### config.mk
export PLATFORM = sky130hd
export DESIGN_NAME = memory_port_arbiter
export DESIGN_NICKNAME = d
export VERILOG_FILES = /design/src/rtl/memory_port_arbiter.sv
export SDC_FILE = /design/constraint.sdc
export NUM_CORES = 1
export LEC_CHECK = 0
export ABC_AREA = 1
export CAP_MARGIN = 20
export CORE_UTILIZATION = 50
export DETAILED_ROUTE_END_ITERATION = 16
export PLACE_DENSITY = 0.86
export SLEW_MARGIN = 20
export SYNTH_ARGS = -nofsm -noshare
export SYNTH_HDL_FRONTEND = slang
export SYNTH_SLANG_ARGS = --single-unit
### constraint.sdc
create_clock -name clock -period 3.2 [get_ports clock]
set_input_delay 0.64 -clock clock [delete_from_list [all_inputs] [get_ports clock]]
set_output_delay 0.64 -clock clock [all_outputs]
set_load 0.01 [all_outputs]
### src/rtl/memory_port_arbiter.sv
// rtl/memory_port_arbiter.sv - fetch/data arbiter for a single-port unified memory
//
// Purpose: two requesters (instruction fetch, data LW/SW) share one memory
// port. Each issues a one-cycle request pulse; the arbiter holds the memory
// strobe until mem_ready, then returns a one-cycle done pulse with registered
// read data. Data has fixed priority over fetch. A wait-cycle watchdog aborts
// an access after TIMEOUT consecutive not-ready cycles and flags err.
//
// Ports:
//   clock, reset_n                  clock, asynchronous active-low reset
//   if_req/if_addr                  fetch request pulse and address
//   if_done/if_rdata                fetch completion pulse and held read word
//   dm_req/dm_we/dm_addr/dm_wdata   data request pulse, store flag, address, data
//   dm_done/dm_rdata                data completion pulse and held load word
//   err                             co-asserted with done on a timed-out access
//   mem_req/mem_we/mem_addr/mem_wdata   memory request side
//   mem_rdata/mem_ready             memory response side
//   busy                            access in progress or request pending
//   overrun                         sticky: request for a port already busy
module memory_port_arbiter #(
  parameter int ADDR_W  = 32,
  parameter int DATA_W  = 32,
  parameter int TIMEOUT = 255
) (
  input  logic              clock,
  input  logic              reset_n,
  input  logic              if_req,
  input  logic [ADDR_W-1:0] if_addr,
  output logic              if_done,
  output logic [DATA_W-1:0] if_rdata,
  input  logic              dm_req,
  input  logic              dm_we,
  input  logic [ADDR_W-1:0] dm_addr,
  input  logic [DATA_W-1:0] dm_wdata,
  output logic              dm_done,
  output logic [DATA_W-1:0] dm_rdata,
  output logic              err,
  output logic              mem_req,
  output logic              mem_we,
  output logic [ADDR_W-1:0] mem_addr,
  output logic [DATA_W-1:0] mem_wdata,
  input  logic [DATA_W-1:0] mem_rdata,
  input  logic              mem_ready,
  output logic              busy,
  output logic              overrun
);

  typedef enum logic [1:0] {IDLE, ACC_DM, ACC_IF, RESP} state_t;

  localparam logic [15:0] WAIT_LAST = 16'(TIMEOUT - 1);

  state_t state_q, state_d;

  // A pending flag means "accepted but not yet launched"; once launched the
  // port's fields live in the mem_* registers until the access completes.
  logic              dm_pend_q, dm_pend_d;
  logic              if_pend_q, if_pend_d;
  logic              dm_we_q;
  logic [ADDR_W-1:0] dm_addr_q;
  logic [DATA_W-1:0] dm_wdata_q;
  logic [ADDR_W-1:0] if_addr_q;
  logic [15:0]       wait_cnt_q;

  logic              if_done_q, dm_done_q, err_q, busy_q, overrun_q;
  logic [DATA_W-1:0] if_rdata_q, dm_rdata_q;
  logic              mem_req_q, mem_we_q;
  logic [ADDR_W-1:0] mem_addr_q;
  logic [DATA_W-1:0] mem_wdata_q;

  logic              dm_acc, if_acc, dm_want, if_want;
  logic              can_launch, launch_dm, launch_if, timeout_hit;
  logic              launch_we;
  logic [ADDR_W-1:0] launch_addr;
  logic [DATA_W-1:0] launch_wdata;

  always_comb begin
    // A pulse is accepted unless its port is already waiting or in service.
    dm_acc      = dm_req && !dm_pend_q && (state_q != ACC_DM);
    if_acc      = if_req && !if_pend_q && (state_q != ACC_IF);
    dm_want     = dm_pend_q || dm_acc;
    if_want     = if_pend_q || if_acc;
    can_launch  = (state_q == IDLE) || (state_q == RESP);
    launch_dm   = can_launch && dm_want;
    launch_if   = can_launch && !dm_want && if_want;
    timeout_hit = (wait_cnt_q == WAIT_LAST);

    // Launch source: captured fields if pending, else the live pulse (bypass).
    launch_we    = 1'b0;
    launch_addr  = if_pend_q ? if_addr_q : if_addr;
    launch_wdata = '0;
    if (launch_dm) begin
      launch_we    = dm_pend_q ? dm_we_q    : dm_we;
      launch_addr  = dm_pend_q ? dm_addr_q  : dm_addr;
      launch_wdata = dm_pend_q ? dm_wdata_q : dm_wdata;
    end

    state_d = state_q;
    case (state_q)
      IDLE, RESP: begin
        if (launch_dm)      state_d = ACC_DM;
        else if (launch_if) state_d = ACC_IF;
        else                state_d = IDLE;
      end
      ACC_DM, ACC_IF: begin
        if (mem_ready || timeout_hit) state_d = RESP;
      end
      default: state_d = IDLE;
    endcase

    dm_pend_d = launch_dm ? 1'b0 : (dm_pend_q || dm_acc);
    if_pend_d = launch_if ? 1'b0 : (if_pend_q || if_acc);
  end

  always_ff @(posedge clock or negedge reset_n) begin
    if (!reset_n) begin
      state_q     <= IDLE;
      dm_pend_q   <= 1'b0;
      if_pend_q   <= 1'b0;
      dm_we_q     <= 1'b0;
      dm_addr_q   <= '0;
      dm_wdata_q  <= '0;
      if_addr_q   <= '0;
      wait_cnt_q  <= '0;
      if_done_q   <= 1'b0;
      dm_done_q   <= 1'b0;
      err_q       <= 1'b0;
      busy_q      <= 1'b0;
      overrun_q   <= 1'b0;
      if_rdata_q  <= '0;
      dm_rdata_q  <= '0;
      mem_req_q   <= 1'b0;
      mem_we_q    <= 1'b0;
      mem_addr_q  <= '0;
      mem_wdata_q <= '0;
    end else begin
      state_q   <= state_d;
      dm_pend_q <= dm_pend_d;
      if_pend_q <= if_pend_d;
      busy_q    <= (state_d != IDLE) || dm_pend_d || if_pend_d;

      if (dm_acc) begin
        dm_we_q    <= dm_we;
        dm_addr_q  <= dm_addr;
        dm_wdata_q <= dm_wdata;
      end
      if (if_acc) if_addr_q <= if_addr;

      if ((dm_req && !dm_acc) || (if_req && !if_acc)) overrun_q <= 1'b1;

      if_done_q <= 1'b0;
      dm_done_q <= 1'b0;
      err_q     <= 1'b0;

      case (state_q)
        IDLE, RESP: begin
          mem_req_q <= 1'b0;
          if (launch_dm || launch_if) begin
            mem_req_q   <= 1'b1;
            mem_we_q    <= launch_we;
            mem_addr_q  <= launch_addr;
            mem_wdata_q <= launch_wdata;
            wait_cnt_q  <= '0;
          end
        end
        ACC_DM, ACC_IF: begin
          if (mem_ready) begin
            mem_req_q <= 1'b0;
            if (state_q == ACC_DM) begin
              dm_done_q <= 1'b1;
              if (!mem_we_q) dm_rdata_q <= mem_rdata;
            end else begin
              if_done_q  <= 1'b1;
              if_rdata_q <= mem_rdata;
            end
          end else if (timeout_hit) begin
            // Watchdog abort: the read word is forced to zero, even for stores.
            mem_req_q <= 1'b0;
            err_q     <= 1'b1;
            if (state_q == ACC_DM) begin
              dm_done_q  <= 1'b1;
              dm_rdata_q <= '0;
            end else begin
              if_done_q  <= 1'b1;
              if_rdata_q <= '0;
            end
          end else begin
            wait_cnt_q <= wait_cnt_q + 16'd1;
          end
        end
        default: mem_req_q <= 1'b0;
      endcase
    end
  end

  assign if_done   = if_done_q;
  assign if_rdata  = if_rdata_q;
  assign dm_done   = dm_done_q;
  assign dm_rdata  = dm_rdata_q;
  assign err       = err_q;
  assign busy      = busy_q;
  assign overrun   = overrun_q;
  assign mem_req   = mem_req_q;
  assign mem_we    = mem_we_q;
  assign mem_addr  = mem_addr_q;
  assign mem_wdata = mem_wdata_q;

endmodule

# After elaboration in Yosys (flattened, before gate mapping)

Cells that the tools add are included.
W data, S select, Z words.

Bits of input ports: 134
Word-level logic and storage cells: 104
Output and inout port bits: 135
Bits in registers: 252

Bitwise operators: 1
Muxes and demuxes: 41
Add/sub/neg operators: 1
Reduce and logical (&&, ||, !) cells: 31
Eq/ne operators: 11

Operator list:

| kind                    | number |
|---|---|
| $mux W32                | 14 |
| $mux W16                | 3 |
| $pmux W16 S2            | 1 |
| $mux W1                 | 18 |
| $add A16 B1 Y16 const B | 1 |
| $eq A16 B8 Y1 const B   | 1 |
| $ne A2 B2 Y1 const B    | 5 |
| $logic_and A1 B1 Y1     | 9 |
| $logic_or A1 B1 Y1      | 8 |
| $mux W2                 | 3 |
| $reduce_and A3 Y1       | 2 |
| $logic_not A1 Y1        | 5 |
| $eq A2 B2 Y1 const B    | 2 |
| $pmux W2 S2             | 1 |
| $reduce_and A4 Y1       | 1 |
| $reduce_bool A2 Y1      | 2 |
| $reduce_or A2 Y1        | 2 |
| $ne A3 B3 Y1 const B    | 1 |
| $eq A2 B1 Y1 const B    | 1 |
| $logic_not A2 Y1        | 1 |
| $ne A2 B1 Y1 const B    | 1 |
| $pmux W1 S2             | 1 |
| $reduce_and A2 Y1       | 1 |
| $not A1 Y1              | 1 |

# Longest topological paths before layout

Gate-level depths: netlist (run 1).

Depth after elaboration: 13
Mapped depth: 11
Depth with buffers taken out: 9

# Least setup slack after synthesis (run 1)

Ideal clock, no wire load.

Path kind: register to register
From: reg state_q[0]
To: reg mem_addr_q[14] (netlist: mem_addr[14])
Library setup time: 123 ps
Period minus slack after synthesis: 1844 ps
Arrival: 1721 ps
Required time: 3077 ps
Cell stages (with the launch flop): 11
Slack: 1356 ps
Path through: dfrtp_1 inv_1 ha_1 clkbuf_1 inv_2 nor2_2 inv_2 buf_2 clkbuf_1 o21ai_0 nand2_1

Word-level cells in the longest chain between the ends: 8
Elaborated cells on any way between the ends: 17
Those cells by class: 3 x eq/ne; 1 x mux; 13 x reduce/logical

RTL lines:

| element                           | line | RTL |
|---|---|---|
| start, declared                   | 52   | `state_t state_q, state_d;` |
| start signal, assigned            | 136  | `state_q <= state_d;` |
| $ne A2 B1 Y1                      | 78   | `dm_acc = dm_req && !dm_pend_q && (state_q != ACC_DM);` |
| $logic_and A1 B1 Y1               | 78   |  |
| $logic_or A1 B1 Y1                | 80   | `dm_want = dm_pend_q \|\| dm_acc;` |
| $logic_not A1 Y1                  | 84   | `launch_if = can_launch && !dm_want && if_want;` |
| $logic_and A1 B1 Y1 (2 in series) | 84   |  |
| $logic_or A1 B1 Y1                | 157  | `if (launch_dm \|\| launch_if) begin` |
| $reduce_and A2 Y1 (no line)       | -    |  |
| end signal, assigned              | 160  | `mem_addr_q <= launch_addr;` |
| end, declared                     | 67   | `logic [ADDR_W-1:0] mem_addr_q;` |

Parallel ways exist; a longest one is shown, timed or not.
A chain may end at the register's enable or synchronous reset.

# Worst setup path in the final report (run 1)

From: reg overrun_q (netlist: overrun)
To: out overrun

RTL lines:

| element                | line | RTL |
|---|---|---|
| start, declared        | 64   | `logic if_done_q, dm_done_q, err_q, busy_q, overrun_q;` |
| start signal, assigned | 128  | `overrun_q <= 1'b0;` |
| start signal, assigned | 148  | `if ((dm_req && !dm_acc) \|\| (if_req && !if_acc)) overrun_q <= 1'b1;` |
| end, declared          | 45   | `output logic overrun` |

No word-level cell between the ends.

==> flow_results.org, run 1 <==
** Critical path
- In this run the number of cells on the critical path is 1.
- Reg-to-reg critical path endpoint :: dm_wdata_q[3]
- Worst path cell trace :: clkdlybuf4s50_1
- Critical path data arrival time :: 1530 ps
- The worst setup path is captured at an output port.
- Standard cell with the maximum stage delay on the critical path :: clkdlybuf4s50_1
- Startpoint of the lowest-slack register-to-register path :: state_q[0]
- In this design, the stage delay of the slowest critical-path cell is 600 ps.
- The worst register-to-register path has a setup slack of 1050 ps.
- The number of buffers and inverters on the critical path is 1.
- CP max FO :: 2
- Length in cells of the worst reg-to-reg path :: 5
- The critical path in this run is classified as flop to output port.
- For the worst setup path, the data required time is 2560 ps.
- The worst setup path is launched from a flop.
- Delay-heaviest family, CP :: buffers and inverters

** Floorplanning
- Measured along the y axis, the die boundary spans 154 um.
- From left edge to right edge, the die measures 154 um.
- I/O pin cnt :: 269
- The floorplan step defined a die boundary enclosing 0.0236 mm2.
- Standard-cell row count :: 55
- The core region is 0.0226 mm2.
- The initial utilization of the core area, before any placement, comes to 50.9%.

** Layout
- Leading cell types in the layout, fill and taps excluded :: nand2_1, o21ai_0, clkdlybuf4s50_1
- Leaving out fill and tap cells, the most frequent cell in the layout is nand2_1.
- Layout Nets :: 1,811
- Final core occ :: 68.8%
- Fraction of layout instances using a drive strength above 1 :: 4.84%
- The repair_antennas step left the layout with diodes totalling 0.
- The area growth from synthesis to layout is 35.0%.
- Final instance area :: 0.0155 mm2

** Flow run
- Max-capacitance violation count :: 0

** Global routing
- Global-route wire length before repair :: 51,100 um
- The number of global-route vias before repair was 10,200.
- Across every metal layer, demand over resource in global routing totals 26.7%.
- Maximum number of pins on one net before global-route repair :: 98
- Leftover overflow at the end of global routing :: 0
- The number of antenna violations at the first check in global routing is 0.

** Route
- Routed wirelength normalized by instance count :: 15.7 um
- Detailed Routing Iterations Pass 1 :: 6
- Post-DRT Antenna Nets :: 0
- In the routed design, unresolved DRC markers number 0.
- Post-DR vias/cell :: 5.35
- Wire length reported by the detailed router :: 31,000 um
- Number of DRC violations after detailed-routing iteration 0 :: 741
- Across all layers, the routed design uses 10,600 vias.

** Clock network
- Number of buffers inserted by hold repair at cts :: 0
- The number of setup buffers added after CTS is 0.
- # resized after CTS :: 0
- Clock tree root buffer cell :: clkbuf_16
- Buffers inserted during clock tree synthesis total 26.
- For this design, the sink count on the clock tree is 252.
- In this run the deepest clock path goes through 3 buffers.
- After clock tree synthesis, the clock-pin slew on the worst setup and hold paths is 70 ps.
- In this run the number of H-tree levels came out at 1.
- TritonCTS built the clock tree.
- The later pin in the worst-skew pair is clocked with a latency of 530 ps.

** Logic synthesis
- Synthesis produced a netlist with a net count of 1,587.
- Share of async-settable or async-resettable flops after synthesis :: 100%
- The synthesized design contains 0 enable-type register cells.
- Synthesized netlist cell count :: 1,449
- Summing the areas of all fa, ha and maj instances in the mapped netlist gives 0.435% of the synthesized area.
- During synthesis, Yosys emitted a total of 0 warnings.
- Multiplexer share of the synthesized area :: 0%
- Distinct cell type count after synthesis :: 24
- Area share of and/or/nand/nor cells after synthesis :: 24.3%
- Ys flop type :: dfrtp_1
- Summing the sequential cell areas from Yosys gives 54.8% of the chip area.
- Post-synth design cell area :: 0.0115 mm2
- Fraction of synthesized cell area in xor and xnor cells :: 0.457%
- The synthesized netlist devotes 12.3% of its cell area to compound gates.
- Main combinational cell family by area after synthesis :: simple AND/OR/NAND/NOR gates
- Synthesis inferred 252 register bits.
- Mean cell area of the mapped netlist :: 7.94 um2

** Power and ir drop
- PD cells :: 1050 mW/mm2
- Summing internal, switching and leakage power gives 0.0163 W.
- VDD sags by at most 0.000757 V.
- Static Leakage :: 7.52 nW

** Timing
- Peak Freq :: 0.460 GHz
- Final hold vios :: 0
- Setup violations remaining at the end of the flow were counted as 0.
- Unrepaired setup endpoints after global routing :: false
- Headroom to the max-slew limit came out at 28.2%.
- The smallest clock period supported by the final layout is computed as 2170 ps.
- Clock Skews :: 15.2 ps
- Transition at the pin with the smallest max-transition slack :: 1080 ps
- Sum of negative setup slack :: 0 ps
- Dividing the final minimum period by the clock period gives 68.0%.
- The max-slew violation count was 0.

** Worst hold path
- The tightest min-delay check is of the primary input to asynchronous set/reset pin type.

** Placed design
- Half-perimeter wire length after detailed placement :: 20,400 um
- Summing all placed instances gives a cell area of 0.0144 mm2.
- Global placer's final weighted congestion :: 0.905
- Input and output buffers added on the ports amount to 268.

** Status
- Result of the run :: finished clean
metal layers:
metal	GRT usage [%]	up-vias	wire (um)
met5	0	-	0
met4	9.81	0	1040
met3	4.54	71	2010
met2	43.1	423	14700
met1	36.2	4992	13300
li1	-	5092	-
cell type report:
cell class	instances	area, um2
Inverter	130	488
Tap cell	285	357
Clock buffer	34	762
Sequential cell	252	6310
Timing Repair Buffer	290	2910
Fill cell	1682	7050
Multi-Input combinational cell	973	4330
Clock inverter	14	374
cell usage after synthesis (3+ instances only):
master | n | area share (%)
nor2_1 | 101 | 3.3
xor2_1 | 6 | 0.46
nand2_1 | 487 | 16
buf_4 | 4 | 0.26
inv_2 | 4 | 0.13
o21ai_0 | 267 | 12
buf_1 | 9 | 0.29
nand4_1 | 71 | 3.9
buf_2 | 25 | 1.1
nand3_1 | 24 | 1.0
o21ai_1 | 3 | 0.13
inv_1 | 126 | 4.1
clkbuf_1 | 56 | 1.8
ha_1 | 4 | 0.44
dfrtp_1 | 252 | 55
kinds of logic after synthesis:
logic type,count (synthesis)
buf+inv,224
xor+xnor,6
compound gates,277
simple gates,686
flops,252
fa+ha+maj,4
per-stage QoR:
stage | worst slack [ps] | cells | hold WS [ps]
after global routing | 781 | 1978 | 180
after detailed placement | 689 | 1930 | 458
final | 1030 | 1978 | 130
after global placement | 753 | 1930 | 453
after floorplan | 1360 | 1449 | 344
after CTS | 1000 | 1978 | 146
state kept, by name, indices dropped and copies added, names as in the netlist, 2 cells and up:
signal,flops
dm_addr_q,32
dm_rdata,32
dm_wdata_q,32
if_addr_q,32
if_rdata,32
mem_addr,32
mem_wdata,32
wait_cnt_q,16
state_q,2
report_power, final:
group | switching [W] | leakage [nW] | internal (W) | total [W]
registers | 0.000853 | 3.16 | 0.00463 | 0.00548
clock network | 0.00128 | 0.555 | 0.00264 | 0.00392
logic | 0.00413 | 3.80 | 0.00281 | 0.00694
how the worst max path moves through the flow:
stage / to / slack [ps] / startpoint
after floorplan: mem_addr[14] / 1360 / state_q[0]
after global placement: mem_req / 750 / dm_req
after detailed placement: mem_req / 690 / dm_req
after CTS: overrun / 1000 / overrun
after global routing: wait_cnt_q[12] / 780 / state_q[1]
final: overrun / 1030 / overrun
Power figures use the tool's default switching activity.
==> inputs of run 2 (changes only) <==
--- a/config.mk
+++ b/config.mk
@@ -7,9 +7,9 @@
 export LEC_CHECK = 0
 export ABC_AREA = 1
 export CAP_MARGIN = 20
-export CORE_UTILIZATION = 50
+export CORE_UTILIZATION = 46
 export DETAILED_ROUTE_END_ITERATION = 16
-export PLACE_DENSITY = 0.86
+export PLACE_DENSITY = 0.83
 export SLEW_MARGIN = 20
 export SYNTH_ARGS = -nofsm -noshare
 export SYNTH_HDL_FRONTEND = slang
==> constraint.sdc (replaced) <==
create_clock -name clock -period 1.9 [get_ports clock]
set_input_delay 0.38 -clock clock [delete_from_list [all_inputs] [get_ports clock]]
set_output_delay 0.38 -clock clock [all_outputs]
set_load 0.01 [all_outputs]
==> run 2 against run 1 <==
  * Wire length up 2.8%
  * First-iteration DRC count rose by 21%
  * Non-clock buffer count grew 25
==> flow_results.org, run 2 (synthesis results as in run 1) <==
** Status
- The flow ran to the end, and the final reports show no timing, DRC or antenna violations.

** Power and ir drop
- Static Leakage :: 7.69 nW
- Summing internal, switching and leakage power gives 0.0272 W.
- VDD IR-drop max :: 0.000942 V
- For this design the ratio of total power to cell area is 1730 mW/mm2.

** Clock network
- CTS clock-pin slew for the worst setup and hold paths :: 60 ps
- TritonCTS built the clock tree.
- Clock H-tree levels :: 1
- The later pin in the worst-skew pair is clocked with a latency of 540 ps.
- Number of clock buffers inserted by TritonCTS :: 27
- The clock drives 252 sinks.
- Clock Tree Buf Depth :: 3
- Clock tree root buffer cell :: clkbuf_16

** Critical path
- On the critical path the largest part of the delay comes from buffers and inverters.
- Standard cell with the maximum stage delay on the critical path :: clkdlybuf4s50_1
- Category of the worst setup path launch point :: flop
- The worst setup path is captured at an output port.
- CP max FO :: 2
- The worst setup path is of the flop to output port kind.
- Critical path data arrival time :: 1500 ps
- Crit-path max cell delay :: 560 ps
- Required time of the worst setup path :: 1520 ps
- CP startpoint :: mem_addr[9]
- WP buf/inv :: 1
- The worst register-to-register path begins at state_q[0].
- The critical path goes through clkdlybuf4s50_1.

** Placed design
- Summed over all nets, the half-perimeter wirelength after detailed placement is 21,500 um.
- Port Buf Inserts :: 268
- Worst Setup Slack post-DPL :: -107 ps
- Placement-stage cell area :: 0.0147 mm2
- Global placer's final weighted congestion :: 0.936

** Timing
- Transition at the pin with the smallest max-transition slack :: 641 ps
- Clock skew on the completed layout was measured at 13.3 ps.
- Headroom to the max-slew limit came out at 57.3%.
- Setup Viol. Count Final :: 0
- Unrepaired setup endpoints after global routing :: true
- Peak Freq :: 0.533 GHz
- Final hold vios :: 0
- Count of pins over their slew limit :: 0
- Final period demand of the worst path :: 1880 ps
- Share of the clock period used by the worst path :: 98.8%
- Sum of negative setup slack :: 0 ps
- Min setup slack post-route :: 23.5 ps

** Global routing
- Entering global routing, the biggest net connects 87 pins.
- Global-route wire length before repair :: 52,100 um
- Antenna violations before repair :: 1
- Leftover overflow at the end of global routing :: 0
- Aggregate global-route resource usage :: 25.0%
- The number of global-route vias before repair was 10,500.

** Layout
- Layout Nets :: 1,837
- Leading cell types in the layout, fill and taps excluded :: nand2_1, o21ai_0, clkdlybuf4s50_1
- Counting the fill cells in the layout gives 2,022.
- Most common cell after layout, fill and taps aside :: nand2_1
- P&R area growth vs syn :: 36.8%
- Summing all non-filler instances in the final layout gives an area of 0.0157 mm2.
- Final core occ :: 64.5%
- Cells with a size suffix above 1 make up 6.40% of the layout.
- 0 antenna diodes ended up in the layout.

** Route
- In the routed design, unresolved DRC markers number 0.
- After detailed routing, the number of vias per cell comes to 5.27.
- Detailed Routing Iterations Pass 1 :: 8
- Post-DRT Antenna Nets :: 0
- After detailed routing, the total wire length is 31,900 um.
- The routed layout has 10,800 vias.
- The detailed router finished its first iteration with 898 violations.
- In the final routed layout, each cell accounts on average for 15.6 um.

** Floorplanning
- Full die area :: 0.0256 mm2
- Measured along the x axis, the die boundary spans 160 um.
- I/O pin cnt :: 269
- Once the floorplan was initialized, standard cells occupied 47.1% of the core.
- The die is 160 um tall.
- Core Box Area :: 0.0244 mm2
- Standard-cell row count :: 57

** Worst hold path
- Worst min-delay path category :: primary input to flop
- In this run the most critical hold path is launched from mem_ready.

** Flow run
- Max-capacitance violation count :: 0
==> run 2: cell types whose count changed in the layout (fill, tap and decap cells not counted), moves of 2 or more <==
cell / change
o21ai_0: -4
nand2_2: +2
clkinv_2: +9
buf_12: +10
dlymetal6s2s_1: +6
clkbuf_8: -4
o21ai_1: +4
nand2_1: -2
buf_4: +13
clkdlybuf4s50_1: -10
dlygate4sd2_1: +4
bufinv_16: -7
clkinvlp_4: +3
==> run 2: final timing paths <==
| path | endpoint | slack [ps] | depth (start not counted) |
|---|---|---|---|
| worst max-delay path | mem_addr[9] | 20 | 1 |
| worst min-delay path | err | 90 | 2 |
| worst max register to register | mem_wdata[3] | 100 | 9 |
| worst min register to register | if_rdata[17] | 470 | 2 |
| max in group asynchronous | mem_wdata[21] | 880 | 3 |
| min in group asynchronous | wait_cnt_q[5] | 390 | 2 |
==> run 2: where the power goes <==
part	internal, W	total [W]	leakage (nW)	switching (W)
combinational	0.00530	0.0125	4.07	0.00717
sequential	0.00779	0.00917	3.16	0.00138
clock	0.00337	0.00558	0.464	0.00222
==> run 2: metrics by stage <==
stage	cells	hold slack (ps)
CTS	2041	72.1
detailed placement	1990	367
finish	2044	93.5
global route	2044	94.1
floorplan	1449	84.4
global placement	1990	365
==> run 2: cell type report <==
type                    instances  area, um2  share of cell area, %
clock buffers                  31        711                   4.52
clock inverters                19        231                   1.47
inverters                     130        488                   3.10
multi-input cells             973       4330                   27.5
flip-flops and latches        252       6310                   40.1
well taps                     324        405                   2.58
repair buffers                315       3250                   20.7
==> run 2: per-layer routing <==
layer / up-vias / GRT usage [%] / routed length [um]
met5: - / 0 / 13
met4: 2 / 9.09 / 1120
met3: 73 / 3.48 / 2000
met2: 447 / 42.1 / 15300
met1: 5110 / 32.9 / 13500
li1: 5130 / - / -
==> run 2: what timing repair did <==
| item | 4_1_cts | 5_1_grt |
|---|---|---|
| pin swaps | 0 | 1 |
| buffers inserted | 0 | 2 |
| hold buffers | 1 | 0 |
| resized for setup | 5 | 12 |
| endpoints found under the setup margin | 4 | 42 |
| endpoints found under the hold margin | 47 | 0 |
| cloned | 0 | 1 |
